[src/rtl/iter_divider.sv]
// Radix-2 restoring unsigned divider, one quotient bit per cycle, need/state/cnt handshake.
// Optional DIV_EARLY_OUT_EN: finish in one step for divisor==0 or dividend<divisor.
module iter_divider #(
  parameter int XLEN  = 32,
  parameter int CNT_W = 6
) (
  input  logic             clk_i,
  input  logic             rst,
  input  logic             need,
  input  logic [XLEN-1:0]  Dividend_i,
  input  logic [XLEN-1:0]  Divisor_i,
  output logic [XLEN-1:0]  Q,
  output logic [XLEN-1:0]  D,
  output logic             state_o,
  output logic [CNT_W-1:0] cnt_o
);

  typedef enum logic {
    IDLE = 1'b0,
    BUSY = 1'b1
  } state_t;

  state_t          state;
  logic [XLEN-1:0] divisor_r;
  logic [XLEN:0]   trial;
  logic [XLEN:0]   shifted;

  assign state_o = state;

  // Partial remainder shifted left by one with the next dividend bit, minus divisor.
  always_comb begin
    shifted = {D, Q[XLEN-1]};
    trial   = shifted - {1'b0, divisor_r};
  end

`ifdef DIV_EARLY_OUT_EN
  logic div_zero;
  logic div_small;

  always_comb begin
    div_zero  = (Divisor_i == '0);
    div_small = (Dividend_i < Divisor_i);
  end
`endif

  always_ff @(posedge clk_i) begin
    if (rst) begin
      state     <= IDLE;
      cnt_o     <= '0;
      Q         <= '0;
      D         <= '0;
      divisor_r <= '0;
    end else begin
      case (state)
        IDLE: begin
          if (need) begin
            divisor_r <= Divisor_i;
            state     <= BUSY;
`ifdef DIV_EARLY_OUT_EN
            if (div_zero) begin
              Q     <= '1;
              D     <= Dividend_i;
              cnt_o <= '0;
            end else if (div_small) begin
              Q     <= '0;
              D     <= Dividend_i;
              cnt_o <= '0;
            end else begin
              Q     <= Dividend_i;
              D     <= '0;
              cnt_o <= CNT_W'(XLEN);
            end
`else
            Q     <= Dividend_i;
            D     <= '0;
            cnt_o <= CNT_W'(XLEN);
`endif
          end
        end
        BUSY: begin
          if (cnt_o != '0) begin
            if (!trial[XLEN]) begin
              D <= trial[XLEN-1:0];
              Q <= {Q[XLEN-2:0], 1'b1};
            end else begin
              D <= shifted[XLEN-1:0];
              Q <= {Q[XLEN-2:0], 1'b0};
            end
            cnt_o <= cnt_o - 1'b1;
          end else begin
            state <= IDLE;
          end
        end
        default: state <= IDLE;
      endcase
    end
  end

endmodule

[config.mk]
export PLATFORM = sky130hd
export DESIGN_NAME = iter_divider
export DESIGN_NICKNAME = d
export VERILOG_FILES = /design/src/rtl/iter_divider.sv
export SDC_FILE = /design/constraint.sdc
export NUM_CORES = 1
export LEC_CHECK = 0
export ABC_AREA = 1
export CAP_MARGIN = 20
export CORE_UTILIZATION = 33
export CTS_BUF_LIST = sky130_fd_sc_hd__clkbuf_8
export CTS_CLUSTER_DIAMETER = 120
export DETAILED_ROUTE_END_ITERATION = 6
export PLACE_DENSITY = 0.62
export REMOVE_ABC_BUFFERS = 1
export SYNTH_ARGS = -nofsm -noshare
export SYNTH_HDL_FRONTEND = slang
export SYNTH_SLANG_ARGS = --single-unit
[constraint.sdc]
create_clock -name clk_i -period 2.1 [get_ports clk_i]
set_input_delay 0.42 -clock clk_i [delete_from_list [all_inputs] [get_ports clk_i]]
set_output_delay 0.42 -clock clk_i [all_outputs]
set_load 0.05 [all_outputs]
# After elaboration in Yosys (flattened, before gate mapping)
# Index checks and enable logic that the tools add are counted.
op_classes:
  n_addsub: 2
  eq_ne: 2
  mux: 14
  bitwise: 1
  reduce_logical: 3
op_table:
  columns: ["cell", "n"]
  rows:
  - ["32-bit 2-to-1 mux", 5]
  - ["32-bit one-hot mux with 2 select lines", 2]
  - ["33-bit by 32-bit subtractor with 33-bit output", 1]
  - ["6-bit 2-to-1 mux", 2]
  - ["6-bit one-hot mux with 2 select lines", 1]
  - ["6-bit nonzero test", 1]
  - ["6-bit by 1-bit subtractor with 6-bit output (second input constant)", 1]
  - ["2-bit AND reduction", 2]
  - ["1-bit 2-to-1 mux", 3]
  - ["2-bit by 1-bit != test with 1-bit output (second input constant)", 1]
  - ["2-bit != test (second input constant)", 1]
  - ["1-bit one-hot mux with 2 select lines", 1]
  - ["1-bit NOT", 1]
word_totals:
  register_bits: 103
  input_bits: 67
  out_inout_bits: 71
  elab_cells: 27

# Longest topological paths before layout
depth:
  depth_word: 4
  mapped_depth: 19
  mapped_depth_nobuf: 18

# Worst setup path after synthesis
# Ideal clock, no wire load.
synth_path:
  kind: "register to register"
  startpoint: "reg Q[31]"
  endpoint: "reg D[18]"
  setup_time_ps: 132
  arrival_time_ps: 2326
  required_ps: 1968
  slack_ps: -359
  stages_incl_launch_ff: 19
  path_buffers: 1
  synth_period_minus_slack_ps: 2459
  cell_sequence: "dfxtp_1 > inv_1 > ha_1 > inv_1 > fa_1 > nand2_1 > nand2_1 > nand3_2 > nand2_2 > nand2_2 > nand2_4 > nand2_4 > nand2_4 > nand2_2 > nand2_4 > buf_2 > nand2_1 > nand3_1 > a21oi_1"
synth_via:
  elab_chain_cells: 4
synth_lines:
  columns: ["item", "line", "rtl"]
  rows:
  - ["start: declaration", "12", "output logic [XLEN-1:0] Q,"]
  - ["start signal: assignment", "74", "Q <= Dividend_i;"]
  - ["start signal: assignment", "84", "Q <= {Q[XLEN-2:0], 1'b1};"]
  - ["start signal: assignment", "87", "Q <= {Q[XLEN-2:0], 1'b0};"]
  - ["33-bit by 32-bit subtractor with 33-bit output", "33", "trial = shifted - {1'b0, divisor_r};"]
  - ["32-bit 2-to-1 mux", "82", "if (!trial[XLEN]) begin"]
  - ["32-bit 2-to-1 mux", "81", "if (cnt_o != '0) begin"]
  - ["32-bit one-hot mux with 2 select lines", "54", "case (state)"]
  - ["end signal: assignment", "83", "D <= trial[XLEN-1:0];"]
  - ["end signal: assignment", "86", "D <= shifted[XLEN-1:0];"]
  - ["end: declaration", "13", "output logic [XLEN-1:0] D,"]
# Every way passes these cells. The select of a mux whose other input is x is not followed.
# A chain may end at the register's enable or synchronous reset.

# Final worst setup path
layout_path:
  startpoint: "reg Q[31]"
  endpoint: "reg D[31]"
# Same word-level chain as after synthesis.

==> out/metrics.cfg <==
[worst_setup_path]
end_kind=flop
path_max_fanout=5
crit_top_cell=nand2_4
r2r-end=D[31]$_SDFFE_PP0P_
reg2reg_depth=19
cpMaxStageDelayCell=fa_2
cp-start-kind=flop
worstPathCellList=inv_2 -> ha_4 -> inv_2 -> fa_2 -> nand2_1 -> nand2_1 -> nand3_2 -> nand2_2 -> nand2_2 -> nand2_4 -> nand2_4 -> nand2_4 -> nand2_4 -> nand2_8 -> buf_8 -> nor2_2 -> nor2_1 -> nor2_1 -> nor2_1
crit_required_ps=2380
crit_family=simple AND/OR/NAND/NOR gates
r2r_start=Q[31]$_SDFFE_PP0P_
crit_type=flop to flop
slowest_delay_ps=350
cp_num_buf_inv=3
crit_cells=19
rrSetupSlack_ps=-90
critPathArrivalTime_ps=2470

[global_route]
grt_pass1_vias=7665
grt_max_degree=66
antenna_found_initial=0
grt.total_usage=0.2100
grt-ovfl-total=0
grt_pass1_wl_um=37150

[status]
run_status=finished, violations left
violations=setup timing

[worst_hold_path]
whs_path_depth=2
hold_end=divisor_r[30]$_SDFFE_PP0P_
min-delay-start=divisor_r[30]$_SDFFE_PP0P_
hold_path.class=flop to flop

[power_and_ir_drop]
combinationalPowerShare=0.417
netSwitchingFraction=0.3978
p_per_area_nw_per_um2=560.4
power.net_switching_w=0.002330
peakVddDrop_v=0.0004707
seqPwrFrac=0.382
p_clk_frac=0.201
p_int_w=0.003527
leakage_nw=5.506

[synthesis]
synth_top_area_cell=dfxtp_1
async_flop_share=0
synthCells=1194
synth_xor_area_frac=0.01851
synth-edff-count=0
yosysMostFrequentCell=nand2_1
yosys_most_used_dff=dfxtp_1
synthAdderAreaFrac=0.06100
synth_top_area_share=0.2906
ys_seq_area_frac=0.2906
synthMuxAreaShare=0
yosys_warnings=0
synth_area_leaders=dfxtp_1 29%, nand2_1 22%, inv_1 12%
synth_commonest_cells=411 x nand2_1, 222 x inv_1, 103 x dfxtp_1
avgSynthCellArea_um2=5.944
syn_area_um2=7097
ys_seq_elements=103
synthDistinctLibCells=36
synth_top_family_by_area=simple AND/OR/NAND/NOR gates
yosys.area_share.simple=0.3436
synth-compound-area-share=0.1368

[finish]
nets=1536
antenna_cells=0
area_delta_synth_final_pct=47.27
layout-drive-gt1-share=0.2035
fin_cells=1715

[die]
std_cell_rows=53
start_util=0.3376
core_region_area_um2=21020
io_pins=138
die_area_um2=22100
die_x_um=148.6
die_y_um=148.6

[place]
place_inst=1693
dp_hpwl_um=17230
gp_congestion=0.9457
port_buffers=137

[sta]
fin_crit_sh=1.041
setup_viol=32
post-route-min-period_ps=2186
worst_slew_pin_slew_ps=549.0
max_freq_ghz=0.4574
slew_viol_final=0
finalHoldViolations=0
rsz0062_at_grt=true
setup_ws_ps=-86.45
worst_hold_slack_ps=463.9
slew_headroom=0.6334
fin_skew_ps=16.64

[cts]
insertion_delay_ps=390
holdBufCountCts=0
cts_max_level=3
cts.sinks=103
cts-root-buf=clkbuf_8
clk_pin_slew_ps=100
cts_tree=done
cts_buffers=9
cts_buffer_depth=2

[drt]
detail-route-antenna-nets=0
wire_per_inst_um=13.11
drc_errors=0
vias=7851
first_pass_iters=5
drtIter0Drc=352
drt-total-wl_um=22490
vias_per_cell=4.578

[flow_run]
cap_violations=0

==> sequential cells by signal, indices dropped and copies added, names as in the netlist <==
| name | cells |
|---|---|
| D | 32 |
| Q | 32 |
| divisor_r | 32 |
| cnt_o | 6 |
| state_o | 1 |
==> stage by stage <==
step / setup TNS (ps) / power [W] / utilization / worst slack (ps) / cell area [um^2]
after floorplan: -78250 / 0.003588 / - / -1195 / 6899
after global placement: -3237 / 0.004585 / 0.4586 / -116.3 / 9641
after detailed placement: -5021 / 0.004594 / 0.4586 / -194.1 / 9641
after CTS: -1876 / 0.005809 / 0.4747 / -98.16 / 9978
after global routing: -5686 / 0.006246 / 0.4972 / -226.8 / 10450
final: -1433 / 0.005856 / 0.4972 / -86.45 / 10450
==> metal layers <==
layer / routed length, um / part of all wire / up-vias / GRT usage
met3: 1569 / 0.070 / 18 / 0.05399
met2: 10160 / 0.45 / 169 / 0.3516
li1: - / - / 4154 / -
met5: 0 / 0 / - / 0
met1: 10470 / 0.47 / 3510 / 0.2658
met4: 290 / 0.013 / 0 / 0.05464
==> timing repair <==
| item | in CTS | in global routing |
|---|---|---|
| buffers inserted | 2 | 3 |
| setup endpoints to repair | 40 | 85 |
| cloned | 2 | 0 |
| pin swaps | 16 | 18 |
| gates resized for setup | 39 | 106 |
==> cell type report <==
type,instances,area (um^2)
Timing Repair Buffer,273,2505
Clock inverter,7,48.80
Tap cell,275,344.1
Multi-Input combinational cell,818,4499
Clock buffer,9,123.9
Inverter,230,863.3
Fill cell,2185,10570
Sequential cell,103,2067
==> power groups by stage <==
stage	clock, W	sequential (W)	combinational, W
after global placement	0	0.00227	0.00231
after floorplan	0	0.00267	0.000919
after global routing	0.00130	0.00226	0.00268
final	0.00118	0.00224	0.00244
after detailed placement	0	0.00227	0.00232
after CTS	0.00123	0.00224	0.00235
==> cell usage in the layout, fill, tap and decap left out, types with 3 or more instances in the layout <==
cell type / n
dlymetal6s2s_1: 19
nand2_4: 9
nand3_4: 3
nand2_2: 39
xor2_1: 9
clkdlybuf4s50_1: 98
buf_4: 140
nor2_4: 5
clkbuf_8: 9
nand3_2: 5
dlygate4sd2_1: 7
ha_1: 13
and2_1: 3
a21oi_1: 65
buf_12: 6
o21ai_1: 3
dfxtp_2: 4
inv_2: 10
nand3_1: 56
ha_4: 19
inv_1: 220
nand4_1: 10
o21ai_0: 64
a31oi_1: 31
xnor2_1: 6
nor2_2: 18
nand2_1: 374
dfxtp_1: 99
nor2_1: 59
a21oi_2: 11
==> worst max path at each step <==
stage,start,endpoint,slack [ps]
6_report,Q[31]$_SDFFE_PP0P_,D[31]$_SDFFE_PP0P_,-90
5_1_grt,Q[31]$_SDFFE_PP0P_,D[30]$_SDFFE_PP0P_,-230
4_1_cts,Q[31]$_SDFFE_PP0P_,D[31]$_SDFFE_PP0P_,-100
3_5_place_dp,Q[31]$_SDFFE_PP0P_,D[17]$_SDFFE_PP0P_,-190
3_3_place_gp,Q[31]$_SDFFE_PP0P_,D[24]$_SDFFE_PP0P_,-120
2_1_floorplan,cnt_o[0]$_SDFFE_PP0P_,Q[10]$_SDFFE_PP0P_,-1200
==> tightest hold or removal path, cell delays in order, from the launching register on <==
cell and delay, ps:
dfxtp_1 310, inv_1 60, a21oi_1 60
==> kinds of logic after synthesis <==
family                     after synthesis
AOI/OAI and AO/OA                      180
and+or+nand+nor                        588
DFF                                    103
buffers and inverters                  274
xor gates and xnor gates                15
adders and majority gates               34
Power figures use the tool's default switching activity.
